## src/rtl/ula_pkg.sv

```systemverilog
// Shared types for the ALU result stage: op encoding, result record and op classification.
package ula_pkg;

    localparam int unsigned ULA_WIDTH = 32;
    localparam int unsigned ULA_TAG_W = 4;

    typedef enum logic [1:0] {
        ULA_ADD = 2'b00,
        ULA_SUB = 2'b01,
        ULA_AND = 2'b10,
        ULA_OR  = 2'b11
    } ula_op_t;

    typedef struct packed {
        logic [ULA_WIDTH-1:0] result;
        logic                 zero;
        logic                 overflow;
        ula_op_t              op;
        logic [ULA_TAG_W-1:0] tag;
    } ula_res_t;

    function automatic logic is_arith(input ula_op_t op);
        return (op == ULA_ADD) || (op == ULA_SUB);
    endfunction

endpackage

```

## src/rtl/ula_res_fifo.sv

```systemverilog
// Generic DEPTH-entry FIFO storage with wrapping pointers, occupancy count and full/empty flags.
module ula_res_fifo #(
    parameter int unsigned DW    = 40,
    parameter int unsigned DEPTH = 4
) (
    input  logic                     clk,
    input  logic                     reset,
    input  logic                     push,
    input  logic                     pop,
    input  logic [DW-1:0]            wdata,
    output logic [DW-1:0]            rdata,
    output logic [$clog2(DEPTH):0]   count,
    output logic                     full,
    output logic                     empty
);

    localparam int unsigned AW = $clog2(DEPTH);
    localparam int unsigned CW = AW + 1;

    logic [AW-1:0] wr_ptr_q, wr_ptr_d;
    logic [AW-1:0] rd_ptr_q, rd_ptr_d;
    logic [CW-1:0] count_q, count_d;
    logic [DW-1:0] mem_q [DEPTH];
    logic          do_push, do_pop;

    assign full    = (count_q == CW'(DEPTH));
    assign empty   = (count_q == '0);
    assign do_push = push & ~full;
    assign do_pop  = pop & ~empty;
    assign count   = count_q;
    assign rdata   = mem_q[rd_ptr_q];

    // DEPTH is a power of two, so pointers wrap by natural overflow.
    always_comb begin
        wr_ptr_d = wr_ptr_q;
        rd_ptr_d = rd_ptr_q;
        count_d  = count_q;
        if (do_push) wr_ptr_d = wr_ptr_q + AW'(1);
        if (do_pop)  rd_ptr_d = rd_ptr_q + AW'(1);
        case ({do_push, do_pop})
            2'b10:   count_d = count_q + CW'(1);
            2'b01:   count_d = count_q - CW'(1);
            default: count_d = count_q;
        endcase
    end

    always_ff @(posedge clk or posedge reset) begin
        if (reset) begin
            wr_ptr_q <= '0;
            rd_ptr_q <= '0;
            count_q  <= '0;
        end else begin
            wr_ptr_q <= wr_ptr_d;
            rd_ptr_q <= rd_ptr_d;
            count_q  <= count_d;
        end
    end

    always_ff @(posedge clk) begin
        if (do_push) mem_q[wr_ptr_q] <= wdata;
    end

endmodule

```

## src/rtl/ula_result_stage.sv

```systemverilog
// Registered result buffer after the ALU: FIFO handshake, masked outputs, overflow statistics.
// Optional overflow trap (entry dropped, trap pulse) enabled by defining ULA_OVF_TRAP_EN.
module ula_result_stage
    import ula_pkg::*;
#(
    parameter int unsigned WIDTH = 32,
    parameter int unsigned DEPTH = 4,
    parameter int unsigned TAG_W = 4,
    parameter int unsigned CNT_W = 16
) (
    input  logic                   clk,
    input  logic                   reset,
    input  logic                   in_valid,
    output logic                   in_ready,
    input  logic [WIDTH-1:0]       in_result,
    input  logic                   in_zero,
    input  logic                   in_overflow,
    input  logic [1:0]             in_controle,
    input  logic [TAG_W-1:0]       in_tag,
    output logic                   out_valid,
    input  logic                   out_ready,
    output logic [WIDTH-1:0]       out_result,
    output logic                   out_zero,
    output logic                   out_overflow,
    output logic [1:0]             out_controle,
    output logic [TAG_W-1:0]       out_tag,
    output logic [$clog2(DEPTH):0] count,
    input  logic                   clr_stats,
    output logic [CNT_W-1:0]       ovf_count,
    output logic                   ovf_sticky,
    output logic                   trap,
    output logic [TAG_W-1:0]       trap_tag
);

    localparam int unsigned DW = WIDTH + 4 + TAG_W;

    logic          push, pop, ovf_event, fifo_push;
    logic          full, empty;
    logic [DW-1:0] wdata, rdata;

    logic [CNT_W-1:0] ovf_count_q, ovf_count_d;
    logic             ovf_sticky_q, ovf_sticky_d;

    assign in_ready  = ~full;
    assign out_valid = ~empty;
    assign push      = in_valid & in_ready;
    assign pop       = out_valid & out_ready;
    assign ovf_event = push & in_overflow & is_arith(ula_op_t'(in_controle));

    // Same field order as ula_res_t, but sized from this instance's parameters.
    assign wdata = {in_result, in_zero, in_overflow, in_controle, in_tag};

    ula_res_fifo #(
        .DW    (DW),
        .DEPTH (DEPTH)
    ) u_fifo (
        .clk   (clk),
        .reset (reset),
        .push  (fifo_push),
        .pop   (pop),
        .wdata (wdata),
        .rdata (rdata),
        .count (count),
        .full  (full),
        .empty (empty)
    );

    always_comb begin
        {out_result, out_zero, out_overflow, out_controle, out_tag} = '0;
        if (!empty) {out_result, out_zero, out_overflow, out_controle, out_tag} = rdata;
    end

    always_comb begin
        ovf_count_d  = ovf_count_q;
        ovf_sticky_d = ovf_sticky_q;
        if (clr_stats) begin
            ovf_count_d  = '0;
            ovf_sticky_d = 1'b0;
        end else if (ovf_event) begin
            ovf_sticky_d = 1'b1;
            if (ovf_count_q != '1) ovf_count_d = ovf_count_q + CNT_W'(1);
        end
    end

    always_ff @(posedge clk or posedge reset) begin
        if (reset) begin
            ovf_count_q  <= '0;
            ovf_sticky_q <= 1'b0;
        end else begin
            ovf_count_q  <= ovf_count_d;
            ovf_sticky_q <= ovf_sticky_d;
        end
    end

    assign ovf_count  = ovf_count_q;
    assign ovf_sticky = ovf_sticky_q;

`ifdef ULA_OVF_TRAP_EN
    logic             trap_q, trap_d;
    logic [TAG_W-1:0] trap_tag_q, trap_tag_d;

    assign fifo_push = push & ~ovf_event;

    always_comb begin
        trap_d     = ovf_event;
        trap_tag_d = ovf_event ? in_tag : trap_tag_q;
    end

    always_ff @(posedge clk or posedge reset) begin
        if (reset) begin
            trap_q     <= 1'b0;
            trap_tag_q <= '0;
        end else begin
            trap_q     <= trap_d;
            trap_tag_q <= trap_tag_d;
        end
    end

    assign trap     = trap_q;
    assign trap_tag = trap_tag_q;
`else
    assign fifo_push = push;
    assign trap      = 1'b0;
    assign trap_tag  = '0;
`endif

endmodule

```

## config.mk

```make
export PLATFORM = sky130hd
export DESIGN_NAME = ula_result_stage
export DESIGN_NICKNAME = d
export VERILOG_FILES = /design/src/rtl/ula_pkg.sv /design/src/rtl/ula_res_fifo.sv /design/src/rtl/ula_result_stage.sv
export SDC_FILE = /design/constraint.sdc
export NUM_CORES = 1
export LEC_CHECK = 0
export CAP_MARGIN = 20
export CORE_MARGIN = 3
export CORE_UTILIZATION = 47
export DETAILED_ROUTE_END_ITERATION = 10
export PLACE_DENSITY = 0.77
export SYNTH_ARGS = -nofsm -noshare
export SYNTH_HDL_FRONTEND = slang
export SYNTH_SLANG_ARGS = --single-unit
```

## constraint.sdc

```tcl
create_clock -name clk -period 2.9 [get_ports clk]
set_clock_uncertainty 0.15 [all_clocks]
set_input_delay 0.58 -clock clk [delete_from_list [all_inputs] [get_ports clk]]
set_output_delay 0.58 -clock clk [all_outputs]
set_load 0.01 [all_outputs]
```

# Word-level counts from Yosys, hierarchy flattened
# Memories as Yosys holds them, arrays and structs flattened.
# Index checks and enable logic that the tools add are counted.
dict set report totals {
  ff_bits 24
  ramBits 160
  inputBits 45
  output_inout_bits 67
  elab_cells 44
  mem_count 1
}
dict set report classes {
  add_sub_neg 5
  n_eq_ne 5
  mux 13
  bitwise 8
  reduce_logical 7
}
# name words width rd rd_ports_with_merged_regs wr line
set mem_list {}
lappend mem_list {u_fifo.mem_q 4 40 1 0 1 ula_res_fifo.sv:23} ;# logic [DW-1:0] mem_q [DEPTH];
# operator count
set op_table {}
lappend op_table {{16-bit 2-to-1 mux} 3}
lappend op_table {{32-bit 2-to-1 mux} 1}
lappend op_table {{16-bit by 1-bit adder with 16-bit output (second input constant)} 1}
lappend op_table {{16-bit != test (second input constant)} 1}
lappend op_table {{1-bit bitwise AND} 6}
lappend op_table {{1-bit 2-to-1 mux} 6}
lappend op_table {{3-bit one-hot mux with 2 select lines} 1}
lappend op_table {{2-bit nonzero test} 3}
lappend op_table {{2-bit by 1-bit adder with 2-bit output (second input constant)} 2}
lappend op_table {{2-bit by 1-bit == test with 1-bit output (second input constant)} 2}
lappend op_table {{4-bit 2-to-1 mux} 1}
lappend op_table {{3-bit by 1-bit adder with 3-bit output (second input constant)} 1}
lappend op_table {{3-bit == test (second input constant)} 1}
lappend op_table {{3-bit logical NOT} 1}
lappend op_table {{3-bit by 1-bit subtractor with 3-bit output (second input constant)} 1}
lappend op_table {{2-bit == test (second input constant)} 1}
lappend op_table {{2-bit logical NOT} 1}
lappend op_table {{2-bit 2-to-1 mux} 1}
lappend op_table {{1-bit inverter} 2}
lappend op_table {{2-bit AND reduction} 1}
lappend op_table {{1-bit logical OR} 1}

# Logic depth before layout (Yosys ltp)
# Gate-level depths: netlist (run 1).
dict set report depth {
  ltp_word 7
  ltp_mapped 9
  ltp_nobuf 8
}

# Modules after synthesis
# A second synthesis (run 1) with hierarchy kept.
dict set report hier_totals {
  hier_cells 409
  area_unflattened_um2 7617.3
}
# module instances cells_each area_per_inst_um2
set modules_own_cells {}
lappend modules_own_cells {ula_res_fifo 1 248 6253.5}
lappend modules_own_cells {ula_result_stage 1 161 1363.8}

# Worst setup path before layout (run 1)
# Ideal clock, no wire load.
dict set report synth_path {
  kind {flip-flop to flip-flop}
  startpoint {register u_fifo.count_q[2] (netlist: u_fifo.count[2])}
  endpoint {memory u_fifo.mem_q[0][0], enable pin}
  setup_ns 0.401
  t_arrival_ns 1.831
  path_slack_ns 0.518
  stages_incl_launch_ff 4
  period_less_slack_ns 2.382
  cell_sequence {dfrtp_1 or3b_1 buf_2 and3_1}
}
dict set report synth_between {
  elab_chain_cells 6
}
# item line
set synth_rtl {}
lappend synth_rtl {{start: declaration} ula_res_fifo.sv:22} ;# logic [CW-1:0] count_q, count_d;
lappend synth_rtl {{start signal: assignment} ula_res_fifo.sv:55} ;# count_q <= count_d;
lappend synth_rtl {{3-bit == test (*)} ula_res_fifo.sv:26} ;# assign full = (count_q == CW'(DEPTH));
lappend synth_rtl {{1-bit inverter (*)} ula_result_stage.sv:44} ;# assign in_ready = ~full;
lappend synth_rtl {{named net in_ready} ula_result_stage.sv:14} ;# output logic in_ready,
lappend synth_rtl {{1-bit bitwise AND} ula_result_stage.sv:46} ;# assign push = in_valid & in_ready;
lappend synth_rtl {{1-bit bitwise AND (*)} ula_res_fifo.sv:28} ;# assign do_push = push & ~full;
lappend synth_rtl {{1-bit 2-to-1 mux (*)} ula_res_fifo.sv:60} ;# if (do_push) mem_q[wr_ptr_q] <= wdata;
lappend synth_rtl {{1-bit 2-to-1 mux (not written as such) (*)} ula_res_fifo.sv:60}
lappend synth_rtl {{end: declaration} ula_res_fifo.sv:23}
# The timed path passes the listed nets; every way through them passes the cells marked *.

# Final worst setup path (run 1)
dict set report layout_path {
  startpoint {register u_fifo.rd_ptr_q[0]}
  endpoint {output port out_result[3]}
}
dict set report layout_between {
  elab_chain_cells 2
}
# item line
set layout_rtl {}
lappend layout_rtl {{start: declaration} ula_res_fifo.sv:21} ;# logic [AW-1:0] rd_ptr_q, rd_ptr_d;
lappend layout_rtl {{start signal: assignment} ula_res_fifo.sv:54} ;# rd_ptr_q <= rd_ptr_d;
lappend layout_rtl {{memory 4 x 40 bit} --}
lappend layout_rtl {{32-bit 2-to-1 mux} ula_result_stage.sv:70} ;# if (!empty) {out_result, out_zero, out_overflow, out_controle, out_tag} = rdata;
lappend layout_rtl {{end: declaration} ula_result_stage.sv:22} ;# output logic [WIDTH-1:0] out_result,
# No other way between the ends.

==> out/results.md, run 1 <==
| Stage | Parameter | This run |
|---|---|---|
| logic synthesis | Synthesized-area fraction occupied by xor and xnor cells | 0.006991 |
| clocking | Clock tree from TritonCTS | yes |
| global routing | Pin count of the biggest net entering global routing | 43 |
| placement | HPWL after detailed placement | 9073 um |
| floorplan | Width of the die | 132.5 um |
| floorplan | Ports placed on the boundary | 112 |
| power and ir drop | Share of total power in the clock network | 0.239 |
| placement | Last weighted congestion value of the routability-driven placer | 0.8089 |
| critical path | Crit path DAT | 2.07 ns |
| job | Max-cap violations | 0 |
| placement | # port buffers | 106 |
| hold path | Worst Hold Class | reg -> reg |
| route | Total vias in the final route | 4,105 |
| logic synthesis | Number of warnings reported in the yosys synthesis log | 0 |
| final layout | Area of the multi-input gates | 1987 um2 |
| timing | Hold slack | 0.3589 ns |
| critical path | Type of element capturing the critical path | output pin |
| critical path | R2R cell count | 9 |
| clocking | Maximum clock insertion buffer count | 2 |
| timing | Crit share post-route | 0.9667 |
| power and ir drop | Sequential share of power | 0.402 |
| route | Post-DRT Antenna Nets | 0 |
| power and ir drop | Switching share of power | 0.2938 |
| route | Post-detailed-route via-to-cell ratio | 5.387 |
| floorplan | Die ar. | 17,550 um2 |
| final layout | Area added between synthesis and finish | 26.70% |
| global routing | Global-route wire length before repair | 23,940 um |
| logic synthesis | Number of flops mapped to enable cells by yosys | 160 |
| logic synthesis | Number of instances in the synthesized netlist | 406 |
| clocking | Level count of the clock H-tree | 4 |
| timing | Final slew viol count | 0 |
| clocking | Clock slew at the register clock pins of the worst setup and hold paths | 0.07 ns |
| logic synthesis | Post-synthesis sequential area ratio | 0.7190 |
| route | First-pass iteration count of the detailed router | 6 |
| logic synthesis | Proportion of register bits with asynchronous set or reset after synthesis | 0.1304 |
| hold path | Hold Path Sink | u_fifo.count[2]$_DFFE_PP0P_ |
| clocking | Clock latency reported for the late side of the worst-skew pair | 0.43 ns |
| floorplan | Effective utilization at floorplan | 0.4873 |
| critical path | Critical Path Start Type | flop |
| power and ir drop | Worst vdd ir | 0.4219 mV |
| final layout | Total number of nets in the final design | 590 |
| timing | Final setup vio count | 0 |
| global routing | Antenna violations before repair | 0 |
| route | Post-detailed-routing wire length | 14,930 um |
| critical path | Reg2reg start | u_fifo.count[0]$_DFFE_PP0P_ |
| timing | Setup repair after global routing missed its margin | no |
| placement | Worst Setup Slack post-DPL | 0.1814 ns |
| power and ir drop | Part of the total power dissipated in combinational logic | 0.359 |
| critical path | CP max FO | 9 |
| power and ir drop | Lkg Pwr | 3.388 nW |
| logic synthesis | Proportion of synthesized area in mux cells | 0.1345 |
| hold path | Cell depth of the worst hold path | 1 |
| critical path | Reg2reg setup slack | 0.45 ns |
| logic synthesis | Fraction of the mapped netlist area in compound gates | 0.01881 |
| logic synthesis | Simple-gate share of the synthesized area | 0.08822 |
| logic synthesis | Biggest area consumer among synthesized cells | edfxtp_1 |
| logic synthesis | Synth Cell Area | 7517 um2 |
| logic synthesis | Synth unique cells | 43 |
| critical path | Crit Path Class | reg -> out |
| final layout | Share of layout cells above drive strength 1 | 0.2269 |
| global routing | Via count of the first global-routing pass | 4,364 |
| logic synthesis | Cell types with the largest area share after synthesis | edfxtp_1 64%, mux4_2 12%, dfrtp_1 8.0% |
| timing | Transition time at the pin with the least slew margin | 0.8600 ns |
| logic synthesis | Ys flop type | edfxtp_1 |
| hold path | Startpoint of the lowest-slack hold path | u_fifo.count[2]$_DFFE_PP0P_ |
| logic synthesis | FF+latch count, synth | 184 |
| power and ir drop | Net switching power | 2.640 mW |
| global routing | Grt ovf | 0 |
| critical path | Worst endpoint required time | 2.17 ns |
| clocking | Cell at the root of the clock tree | clkbuf_16 |
| route | Wire per inst | 19.59 um |
| logic synthesis | Combinational family with the most area after synthesis | multiplexers |
| power and ir drop | Power density over the cells | 943.6 nW/um2 |
| floorplan | Die span in y | 132.5 um |
| critical path | Worst reg2reg path endpoint | u_fifo.count[2]$_DFFE_PP0P_ |
| route | Remaining DRCs | 0 |
| floorplan | Floorplan core area | 15,430 um2 |
| logic synthesis | Average footprint of a synthesized cell | 18.52 um2 |
| floorplan | Placement row count | 45 |
| logic synthesis | Adder and majority gate portion of the synthesized area | 0.01265 |
| global routing | Global router's overall resource usage | 0.1777 |
| final layout | Ant diodes | 0 |
| run status | Result of the run | finished, final reports clean |
| power and ir drop | Pint | 6.347 mW |
| route | Drt initial violations | 280 |
| timing | Highest attainable clock frequency | 0.3567 GHz |
| logic synthesis | Area share of the largest cell type after synthesis | 0.6391 |
| clocking | Total number of clock tree sinks | 184 |
| final layout | Layout filler cell count | 1,120 |
| timing | Tmin final | 2.803 ns |
| timing | Hold violation total from the final report | 0 |
| timing | Max-slew headroom at the worst pin | 0.4249 |
| final layout | Area of all sequential standard cells | 5408 um2 |
| clocking | Clock buffers created by TritonCTS | 17 |
| timing | Final worst setup slack | 0.09659 ns |
==> critical path, stage by stage, from the launching register on <==
cell	delay [ns]
dfrtp_2	0.43
buf_4	0.15
buf_12	0.14
mux4_2	0.49
and2_1	0.16
dlygate4sd2_1	0.28
==> routing by layer <==
| metal | GRT usage | vias to the layer above | wire, um |
|---|---|---|---|
| met2 | 0.2907 | 134 | 7512 |
| met4 | 0.05947 | 0 | 204 |
| li1 | - | 1852 | - |
| met5 | 0 | - | 0 |
| met1 | 0.2325 | 2099 | 6202 |
| met3 | 0.04943 | 20 | 1005 |
==> Yosys cell counts, types with 6 or more instances <==
library cell,number
nand2_1,9
a21oi_1,8
edfxtp_1,160
and2_1,42
nor2b_1,7
ha_1,6
nor2_1,10
mux2_2,8
mux4_2,40
dfrtp_1,24
clkbuf_1,9
inv_1,9
==> worst max path at each step <==
stage	startpoint	end	slack [ns]	cells past startpoint
after detailed placement	u_fifo.rd_ptr_q[0]$_DFFE_PP0P_	out_result[21]	0.18	4
after floorplan	u_fifo.count[2]$_DFFE_PP0P_	u_fifo.mem_q[0][0]$_DFFE_PP_	0.52	3
after CTS	u_fifo.rd_ptr_q[0]$_DFFE_PP0P_	out_result[25]	-0.03	4
after global placement	u_fifo.rd_ptr_q[0]$_DFFE_PP0P_	out_result[21]	0.21	4
after global routing	u_fifo.rd_ptr_q[0]$_DFFE_PP0P_	out_result[3]	0.004	5
final	u_fifo.rd_ptr_q[0]$_DFFE_PP0P_	out_result[3]	0.1	5
==> cell families (layout without fill, tap and decap cells) <==
family	count (synthesis)	after routing
adders and majority gates	7	7
AOI/OAI and AO/OA	22	22
and+or+nand+nor	104	104
other	1	5
xor gates and xnor gates	6	6
buffers and inverters	32	173
DFF	184	184
muxes	50	50
==> repair_timing <==
action,in CTS,in global routing
hold buffers,0,0
endpoints found under the setup margin,40,26
gates resized for setup,54,30
pin swaps,0,0
setup buffers,8,1
cloned,1,1
==> sequential cells by signal, summed over array words and instances (netlist names) <==
register         count
u_fifo.count         3
u_fifo.wr_ptr_q      2
ovf_count           16
u_fifo.rd_ptr_q      2
ovf_sticky           1
u_fifo.mem_q       160
==> layout by cell type (no fill, tap or decap), types with 5 or more instances in the layout <==
cell             synthesis  layout
mux4_2                  40      40
dlygate4sd2_1            0      16
mux2_2                   8       8
nand4_1                  5       5
nand2_1                  9       9
clkdlybuf4s50_1          0      66
a211oi_1                 5       5
conb_1                   1       5
clkbuf_16                0      18
a21oi_1                  8       8
clkbuf_2                 0      10
ha_1                     6       6
edfxtp_1               160     160
buf_4                    5      17
inv_1                    9       9
nor2b_1                  7       7
and2_1                  42      42
nor2_1                  10      10
clkdlybuf4s15_1          0      11
dfrtp_1                 24      22
==> metrics by stage <==
stage          total power [mW]  cells   TNS, ns  cell area [um2]    util
4_1_cts                   9.115    762  -0.05646             9535  0.6181
6_report                  8.987    762         0             9524  0.6174
3_5_place_dp              7.032    721         0             8906  0.5773
3_3_place_gp              6.936    721         0             8906  0.5773
5_1_grt                   9.446    762         0             9524  0.6174
2_1_floorplan             5.436    410         0             7532       -
==> area by class of cell <==
type,instances,area share
repair buffers,132,0.1344
inverters,9,0.003547
clock inverters,14,0.01287
well taps,211,0.02772
multi-input cells,194,0.2086
flip-flops and latches,184,0.5678
clock buffers,18,0.04506
==> power groups by stage <==
stage / sequential (mW) / combinational, mW / clock, mW
3_3_place_gp: 3.64 / 3.30 / 0
4_1_cts: 3.61 / 3.30 / 2.20
6_report: 3.61 / 3.23 / 2.14
5_1_grt: 3.66 / 3.48 / 2.31
3_5_place_dp: 3.68 / 3.35 / 0
2_1_floorplan: 3.60 / 1.83 / 0
Power figures use the tool's default switching activity.
==> run 2, diff against run 1 <==
--- a/config.mk
+++ b/config.mk
@@ -9,7 +9,7 @@
 export CORE_MARGIN = 3
 export CORE_UTILIZATION = 47
 export DETAILED_ROUTE_END_ITERATION = 10
-export PLACE_DENSITY = 0.77
+export PLACE_DENSITY = 0.78
 export SYNTH_ARGS = -nofsm -noshare
 export SYNTH_HDL_FRONTEND = slang
 export SYNTH_SLANG_ARGS = --single-unit
==> constraint.sdc (replaced) <==
create_clock -name clk -period 2.5 [get_ports clk]
set_clock_uncertainty 0.15 [all_clocks]
set_input_delay 0.5 -clock clk [delete_from_list [all_inputs] [get_ports clk]]
set_output_delay 0.5 -clock clk [all_outputs]
set_load 0.01 [all_outputs]
==> out/results.md, run 2 (synthesis results as in run 1) <==
| Stage | Parameter | This run | Change |
|---|---|---|---|
| clocking | Clock tree from TritonCTS | yes |  |
| critical path | R2R cell count | 9 | unchanged |
| final layout | Ant diodes | 0 | unchanged |
| timing | Final slew viol count | 0 | unchanged |
| clocking | Clock latency reported for the late side of the worst-skew pair | 0.43 ns | about the same |
| power and ir drop | Post-layout total power | 11.66 mW | +30% |
| job | Max-cap violations | 0 | unchanged |
| clocking | Maximum clock insertion buffer count | 2 | unchanged |
| route | Post-detailed-route via-to-cell ratio | 5.374 | -0.25% |
| clocking | Clock buffers created by TritonCTS | 17 | unchanged |
| final layout | Layout filler cell count | 1,090 | -2.7% |
| global routing | Grt ovf | 0 | unchanged |
| timing | Highest attainable clock frequency | 0.3742 GHz |  |
| floorplan | Die span in y | 132.5 um | unchanged |
| hold path | Worst Hold Class | in -> async |  |
| power and ir drop | Lkg Pwr | 3.586 nW | +5.9% |
| clocking | Cell at the root of the clock tree | clkbuf_16 |  |
| final layout | Area added between synthesis and finish | 32.14% |  |
| final layout | Total number of nets in the final design | 604 | +2.4% |
| placement | # port buffers | 106 | unchanged |
| clocking | Total number of clock tree sinks | 184 | unchanged |
| route | Remaining DRCs | 0 | unchanged |
| route | Post-DRT Antenna Nets | 0 | unchanged |
| final layout | Area of all sequential standard cells | 5408 um2 | unchanged |
| timing | Hold slack | 0.2681 ns | -0.09074 ns |
| clocking | Clock slew at the register clock pins of the worst setup and hold paths | 0.07 ns | about the same |
| critical path | Crit path DAT | 2.02 ns | -0.05 ns |
| final layout | Final Non-Filler Cells | 776 | +1.8% |
| route | Total vias in the final route | 4,170 | +1.6% |
| global routing | Pin count of the biggest net entering global routing | 34 | -21% |
| critical path | Crit Path Class | reg -> out |  |
| route | Wire per inst | 19.53 um | -0.27% |
| floorplan | Effective utilization at floorplan | 0.4873 | unchanged |
| placement | Cell count after placement | 727 | +0.83% |
| final layout | Fraction of the core area covered by cells at the end of the flow | 0.6439 | +0.02652 |
| timing | Final worst setup slack | -0.1722 ns | -0.2688 ns |
| final layout | Area of the multi-input gates | 2059 um2 | +3.7% |
| power and ir drop | Worst vdd ir | 0.6765 mV | +60% |
| floorplan | Width of the die | 132.5 um | unchanged |
| timing | Setup repair after global routing missed its margin | yes |  |
| floorplan | Die ar. | 17,550 um2 | unchanged |
| final layout | Most common cell after layout, fill and taps aside | edfxtp_1 |  |
| floorplan | Floorplan core area | 15,430 um2 | unchanged |
| route | Post-detailed-routing wire length | 15,160 um | +1.6% |
| timing | Hold violation total from the final report | 0 | unchanged |
| timing | Crit share post-route | 1.069 |  |
| timing | Total negative slack | -2.922 ns | -2.922 ns |
| global routing | Via count of the first global-routing pass | 4,383 | +0.44% |
| critical path | Critical Path Start Type | flop |  |
| final layout | Share of layout cells above drive strength 1 | 0.3540 | +0.1271 |
| route | First-pass iteration count of the detailed router | 4 | -2 |
| power and ir drop | Power density over the cells | 1174 nW/um2 | +24% |
| clocking | Level count of the clock H-tree | 4 | unchanged |
| final layout | Biggest register | u_fifo.mem_q |  |
| critical path | CP max FO | 5 | -4 |
| critical path | Worst endpoint required time | 1.85 ns | -0.32 ns |
| global routing | Antenna violations before repair | 0 | unchanged |
| critical path | Type of element capturing the critical path | output pin |  |
| floorplan | Ports placed on the boundary | 112 | unchanged |
| timing | Max-slew headroom at the worst pin | 0.6158 | +0.1909 |
| final layout | Commonest cells after routing, fill and taps aside | 160 x edfxtp_1, 65 x clkdlybuf4s50_1, 40 x mux4_2, 32 x buf_6, 28 x and2_4 |  |
| run status | Violated checks | setup timing |  |
| global routing | Global router's overall resource usage | 0.1805 | +0.002832 |
| global routing | Global-route wire length before repair | 24,370 um | +1.8% |
| route | Drt initial violations | 359 | +28% |
| placement | Last weighted congestion value of the routability-driven placer | 0.7735 | -4.4% |
| run status | Result of the run | finished, violations left |  |
| timing | Transition time at the pin with the least slew margin | 0.5710 ns | -0.2890 ns |
| placement | HPWL after detailed placement | 9364 um | +3.2% |
| timing | Final setup vio count | 39 | +39 |
| timing | Tmin final | 2.672 ns |  |
| floorplan | Placement row count | 45 | unchanged |
| final layout | Max FFs per register | 160 | unchanged |
==> run 2: where the power goes <==
| group | internal (mW) | switching (mW) | total (mW) |
|---|---|---|---|
| Sequential | 3.99 | 0.186 | 4.17 |
| Combinational | 2.76 | 1.92 | 4.68 |
| Clock | 1.62 | 1.19 | 2.81 |
==> run 2: worst paths after layout <==
check	start	end	slack, ns
min in group clk	u_fifo.count[2]$_DFFE_PP0P_	u_fifo.count[2]$_DFFE_PP0P_	0.37
min reg2reg	u_fifo.count[2]$_DFFE_PP0P_	u_fifo.count[2]$_DFFE_PP0P_	0.37
max reg2reg	u_fifo.count[0]$_DFFE_PP0P_	u_fifo.count[2]$_DFFE_PP0P_	0.14
min	reset	ovf_count[9]$_DFFE_PP0P_	0.27
max in group asynchronous	reset	u_fifo.rd_ptr_q[1]$_DFFE_PP0P_	1.65
max	u_fifo.rd_ptr_q[0]$_DFFE_PP0P_	out_result[11]	-0.17
==> run 2: area by class of cell <==
class | instances | share of cell area
multi-input cells | 194 | 0.2073
repair buffers | 146 | 0.1548
flip-flops and latches | 184 | 0.5444
clock inverters | 15 | 0.02066
inverters | 9 | 0.003401
well taps | 211 | 0.02658
clock buffers | 17 | 0.04283
==> run 2: routing by layer <==
metal	global-route usage	part of all wire	routed length, um	vias up
met3	0.05665	0.061	927	14
met4	0.04677	0.011	164	0
met5	0	0	0	-
li1	-	-	-	1889
met1	0.2398	0.43	6460	2132
met2	0.2933	0.50	7606	135
==> run 2: worst max-delay path: stages (launching register included) <==
cell	delay [ns]
dfrtp_2	0.44
buf_12	0.15
buf_12	0.12
buf_6	0.10
mux4_2	0.46
and2_4	0.19
buf_6	0.12
==> run 2: through the flow <==
step / setup WS, ns / cell area, um2
finish: -0.1722 / 9933
global route: -0.2207 / 9933
floorplan: 0.1180 / 7532
CTS: -0.2251 / 9752
detailed placement: -0.04135 / 9051
global placement: 0.03379 / 9051
==> run 2: timing repair <==
item / CTS / global route
gates resized for setup: 192 / 40
pin swaps: 0 / 7
hold buffers: 0 / 0
cloned: 2 / 0
setup endpoints to repair: 41 / 43
buffers inserted: 7 / 10
==> run 3, diff against run 2 <==
--- a/config.mk
+++ b/config.mk
@@ -8,6 +8,7 @@
 export CAP_MARGIN = 20
 export CORE_MARGIN = 3
 export CORE_UTILIZATION = 47
+export CTS_CLUSTER_SIZE = 8
 export DETAILED_ROUTE_END_ITERATION = 10
 export PLACE_DENSITY = 0.78
 export SYNTH_ARGS = -nofsm -noshare
==> results of run 3 <==
Same layout as run 2: the final DEF is identical, and so are final timing and power.
==> patch 1: new RTL, flow settings as in run 1 <==
Change the parameter `CNT_W` from 16 to 12.
--- a/src/rtl/ula_result_stage.sv
+++ b/src/rtl/ula_result_stage.sv
@@ -7,5 +7,5 @@
     parameter int unsigned DEPTH = 4,
     parameter int unsigned TAG_W = 4,
-    parameter int unsigned CNT_W = 16
+    parameter int unsigned CNT_W = 12
 ) (
     input  logic                   clk,
Interface: changed (resized ovf_count); port bits go from 112 to 108. No check against the original RTL was run, so the function may have changed too.
==> patch 1 against run 1 <==
Wire length fell by 7.7%; total power increased by 0.75%; die area down 3.7%; cell area fell by 3.5%; synthesized area shrank 3.8%; sequential cell count is 4 lower; non-clock buffer count shrank 14; setup slack lost 0.032 ns.
==> patch 1: results (changes against run 1) <==
[run_status]
outcome=complete, no violations  ; unchanged

[pwr]
leakage_nw=3.165  ; was 3.388 nW
max-vdd-ir-drop_uv=527.4  ; was 421.9 uV

[final_layout]
fin_nets=543  ; was 590
multi_input_area_mm2=0.001784  ; was 0.001987 mm^2
buffers_excl_clock=118  ; was 132
multiInputCombCellCount=165  ; was 194
buf_share=0.1335  ; was 0.1344
fillCellCount=1052  ; was 1,120
drive_gt1_frac=0.2063  ; was 0.2269
final-clk-cell-share=0.06587  ; was 0.05793
seq_share=0.5778  ; was 0.5678
area_growth_pct=27.19  ; was 26.70%
largest_reg_flops=160  ; unchanged

[clock_network]
cts_setup_buffers=2  ; was 8
postCtsResizedCells=44  ; was 54
clock-sinks=180  ; was 184

[place]
dp_hpwl_mm=8.193  ; was 9.073 mm
place_area_mm2=0.008532  ; was 0.008906 mm^2
numPortBuffers=102  ; was 106
gp_congestion=0.7907  ; was 0.8089
place_ws_ns=0.2808  ; was 0.1814 ns
place_inst=652  ; was 721

[global_routing]
grt_pass1_wl_mm=21.41  ; was 23.94 mm
grt_use_met1=0.2164  ; was 0.2325
grt_use_met2=0.2860  ; was 0.2907
gr-usage-met3=0.05158  ; was 0.04943
grt_usage=0.1721  ; was 0.1777
grt_pass1_vias=3972  ; was 4,364

[yosys]
synth_area_per_cell_um2=19.43  ; was 18.52 um^2
yosysSeqAreaShare=0.7339  ; was 0.7190
synth.distinct_cells=40  ; was 43
synth.area.top_cells=edfxtp_1, mux4_2, dfrtp_1  ; unchanged
async_reset_ff_frac=0.1111  ; was 0.1304
yosys-top-cells-count=edfxtp_1, and2_1, mux4_2, dfrtp_1, a21oi_1  ; was edfxtp_1, and2_1, mux4_2, dfrtp_1, nor2_1

[sta]
worst_hold_slack_ns=0.3573  ; was 0.3589 ns
max_freq_mhz=352.6  ; was 356.7 MHz
timing.slew.headroom=0.4685  ; was 0.4249

[detailed_routing]
drt_iter0_markers=238  ; was 280
dr.max_layer_used=met4  ; unchanged
vias_per_cell=5.471  ; was 5.387
met2_length_mm=7.051  ; was 7.512 mm
first_pass_iters=4  ; was 6
num_vias=3764  ; was 4,105
wl_met1_mm=5.724  ; was 6.202 mm
avgRoutedWirePerCell_um=20.03  ; was 19.59 um
wl_met3_um=793  ; was 1.005 mm

[hold_path]
hold_end=ovf_sticky$_DFFE_PP0P_  ; was u_fifo.count[2]$_DFFE_PP0P_
min_from=ovf_sticky$_DFFE_PP0P_  ; was u_fifo.count[2]$_DFFE_PP0P_
min_path_cells=2  ; was 1

[setup_path]
crit_end=out_result[23]  ; was out_result[3]
critPathSlowestCell=dfrtp_4  ; was mux4_2
timing.rr.end=u_fifo.count[2]$_DFFE_PP0P_  ; unchanged
critPathMaxFanout=6  ; was 9
r2r-start=u_fifo.count[0]$_DFFE_PP0P_  ; unchanged
crit_arrival_ns=2.11  ; was 2.07 ns

[patch 1: cell count changes in the layout (fill, tap and decap cells not counted), sizes merged, moves of 5 or more]
cell and change:
a211oi -5, clkbuf -12, buf -9, nor2 -7, dlygate4sd2 +9, nand4 -5, mux2 -7, nor2b -7
[patch 1: logic make-up after synthesis]
| group | after synthesis | share of synthesized area |
|---|---|---|
| AO/OA/AOI/OAI | 24 | 0.01991 |
| XOR/XNOR | 6 | 0.007272 |
| AND/OR/NAND/NOR | 81 | 0.07564 |
| other | 1 | 0.0005188 |
| buffers and inverters | 31 | 0.02198 |
| adder cells (fa/ha/maj) | 7 | 0.01316 |
| multiplexers | 42 | 0.1276 |
| flip-flops | 180 | 0.7339 |
[patch 1: report_power, final]
part	total, W	internal, W	switching (W)
combinational	0.00314	0.00171	0.00143
clock	0.00233	0.00136	0.000968
sequential	0.00359	0.00339	0.000198
total	0.00905	0.00645	0.00260
==> patch 2: new RTL, flow settings as in run 1 <==
Made on the original files. Register the output `out_overflow`, cleared by the reset; this adds one clock of latency there. The other outputs are not delayed to match.
--- a/src/rtl/ula_result_stage.sv
+++ b/src/rtl/ula_result_stage.sv
@@ -35,4 +35,6 @@
     localparam int unsigned DW = WIDTH + 4 + TAG_W;
 
+    logic out_overflow_d;
+
     logic          push, pop, ovf_event, fifo_push;
     logic          full, empty;
@@ -67,6 +69,6 @@
 
     always_comb begin
-        {out_result, out_zero, out_overflow, out_controle, out_tag} = '0;
-        if (!empty) {out_result, out_zero, out_overflow, out_controle, out_tag} = rdata;
+        {out_result, out_zero, out_overflow_d, out_controle, out_tag} = '0;
+        if (!empty) {out_result, out_zero, out_overflow_d, out_controle, out_tag} = rdata;
     end
 
@@ -125,4 +127,12 @@
 `endif
 
+    always_ff @(posedge clk or posedge reset) begin
+        if (reset) begin
+            out_overflow <= '0;
+        end else begin
+            out_overflow <= out_overflow_d;
+        end
+    end
+
 endmodule
 
Behaviour: not the same (a bounded check fails within 4 cycles, from zero or initial values and one cycle with reset high).
==> patch 2 against run 1 <==
Sequential power is essentially flat; sequential cell count is 1 higher; synthesized area rose by 0.33%; total power shrank 0.38%; synthesized cell count grew 0.25%; via count down 0.22%; setup slack better by 0.0054 ns; final cell count down 1.0%; cell area rose by 0.17%; sequential share of layout area is 0.17 points higher; count of clock-buffer cells in the layout unchanged; wire length down 1.3%; critical endpoint is now out_result[31]; highest routed layer unchanged.
==> patch 2: results (changes against run 1) <==
[run_status]
outcome=complete, no violations  ; unchanged

[yosys]
synth-compound-area-share=0.01875  ; was 0.01881
async_reset_ff_frac=0.1351  ; was 0.1304
synth_xor_area_frac=0.006967  ; was 0.006991
yosysSeqAreaShare=0.7200  ; was 0.7190
synth_area_per_cell_um2=18.53  ; was 18.52 um^2
synth_mux_area_frac=0.1340  ; was 0.1345
yosys-top-cells-count=edfxtp_1, and2_1, mux4_2, dfrtp_1, nor2_1  ; unchanged
synth.area.top_cells=edfxtp_1, mux4_2, dfrtp_1  ; unchanged

[pwr]
pg_clk_w=0.00227  ; was 0.00214 W
leakage_nw=3.370  ; was 3.388 nW
fin_total_pwr_w=0.008952  ; was 0.008987 W
p_sw_w=0.002529  ; was 0.002640 W
comb_power_w=0.00306  ; was 0.00323 W

[final_layout]
drive_gt1_frac=0.1934  ; was 0.2269
fin_cells=754  ; was 762
fin_nets=582  ; was 590

[detailed_routing]
wl_met3_um=957  ; was 1.005 mm
drt_iter0_markers=272  ; was 280
wl_met1_mm=6.115  ; was 6.202 mm
avgRoutedWirePerCell_um=19.54  ; was 19.59 um
first_pass_iters=4  ; was 6

[global_routing]
grt_use_met2=0.2904  ; was 0.2907
grt_usage=0.1757  ; was 0.1777
grt_pass1_vias=4296  ; was 4,364
grt_pass1_wl_mm=23.64  ; was 23.94 mm

[setup_path]
path_delay_family=multiplexers  ; was buffers and inverters
cpPeakStageDelay_ns=0.52  ; was 0.49 ns
critPathMaxFanout=19  ; was 9

[place]
place_inst=719  ; was 721
place_ws_ns=0.1952  ; was 0.1814 ns
dp_hpwl_mm=9.693  ; was 9.073 mm
gp_congestion=0.8009  ; was 0.8089

[sta]
worst_pin_slew_ns=0.6958  ; was 0.8600 ns

[hold_path]
hp-class=input pin to async pin  ; was register to register

[clock_network]
numCtsBuffers=17  ; unchanged

-- patch 2: final timing paths --
check | to | slack (ns)
setup / recovery | out_result[31] | 0.10
hold / removal | ovf_count[9]$_DFFE_PP0P_ | 0.36
setup reg to reg | u_fifo.count[2]$_DFFE_PP0P_ | 0.53
hold reg to reg | ovf_sticky$_DFFE_PP0P_ | 0.38
max in group asynchronous | ovf_count[4]$_DFFE_PP0P_ | 1.63
min in group clk | ovf_sticky$_DFFE_PP0P_ | 0.38
-- patch 2: timing repair --
item                                    in CTS  in global routing
cloned                                       0                  0
gates resized for setup                     39                  6
hold endpoints to repair                     0                  0
setup buffers                                3                  0
endpoints found under the setup margin      39                  1
-- patch 2: layout make-up --
class                           count  area, um^2  area share
Timing Repair Buffer              123        1235      0.1294
Sequential cell                   185        5433      0.5694
Inverter                            9       33.78    0.003541
Tap cell                          211       264.0     0.02767
Multi-Input combinational cell    194        1992      0.2088
Clock buffer                       18       429.2     0.04498
Clock inverter                     14       153.9     0.01613
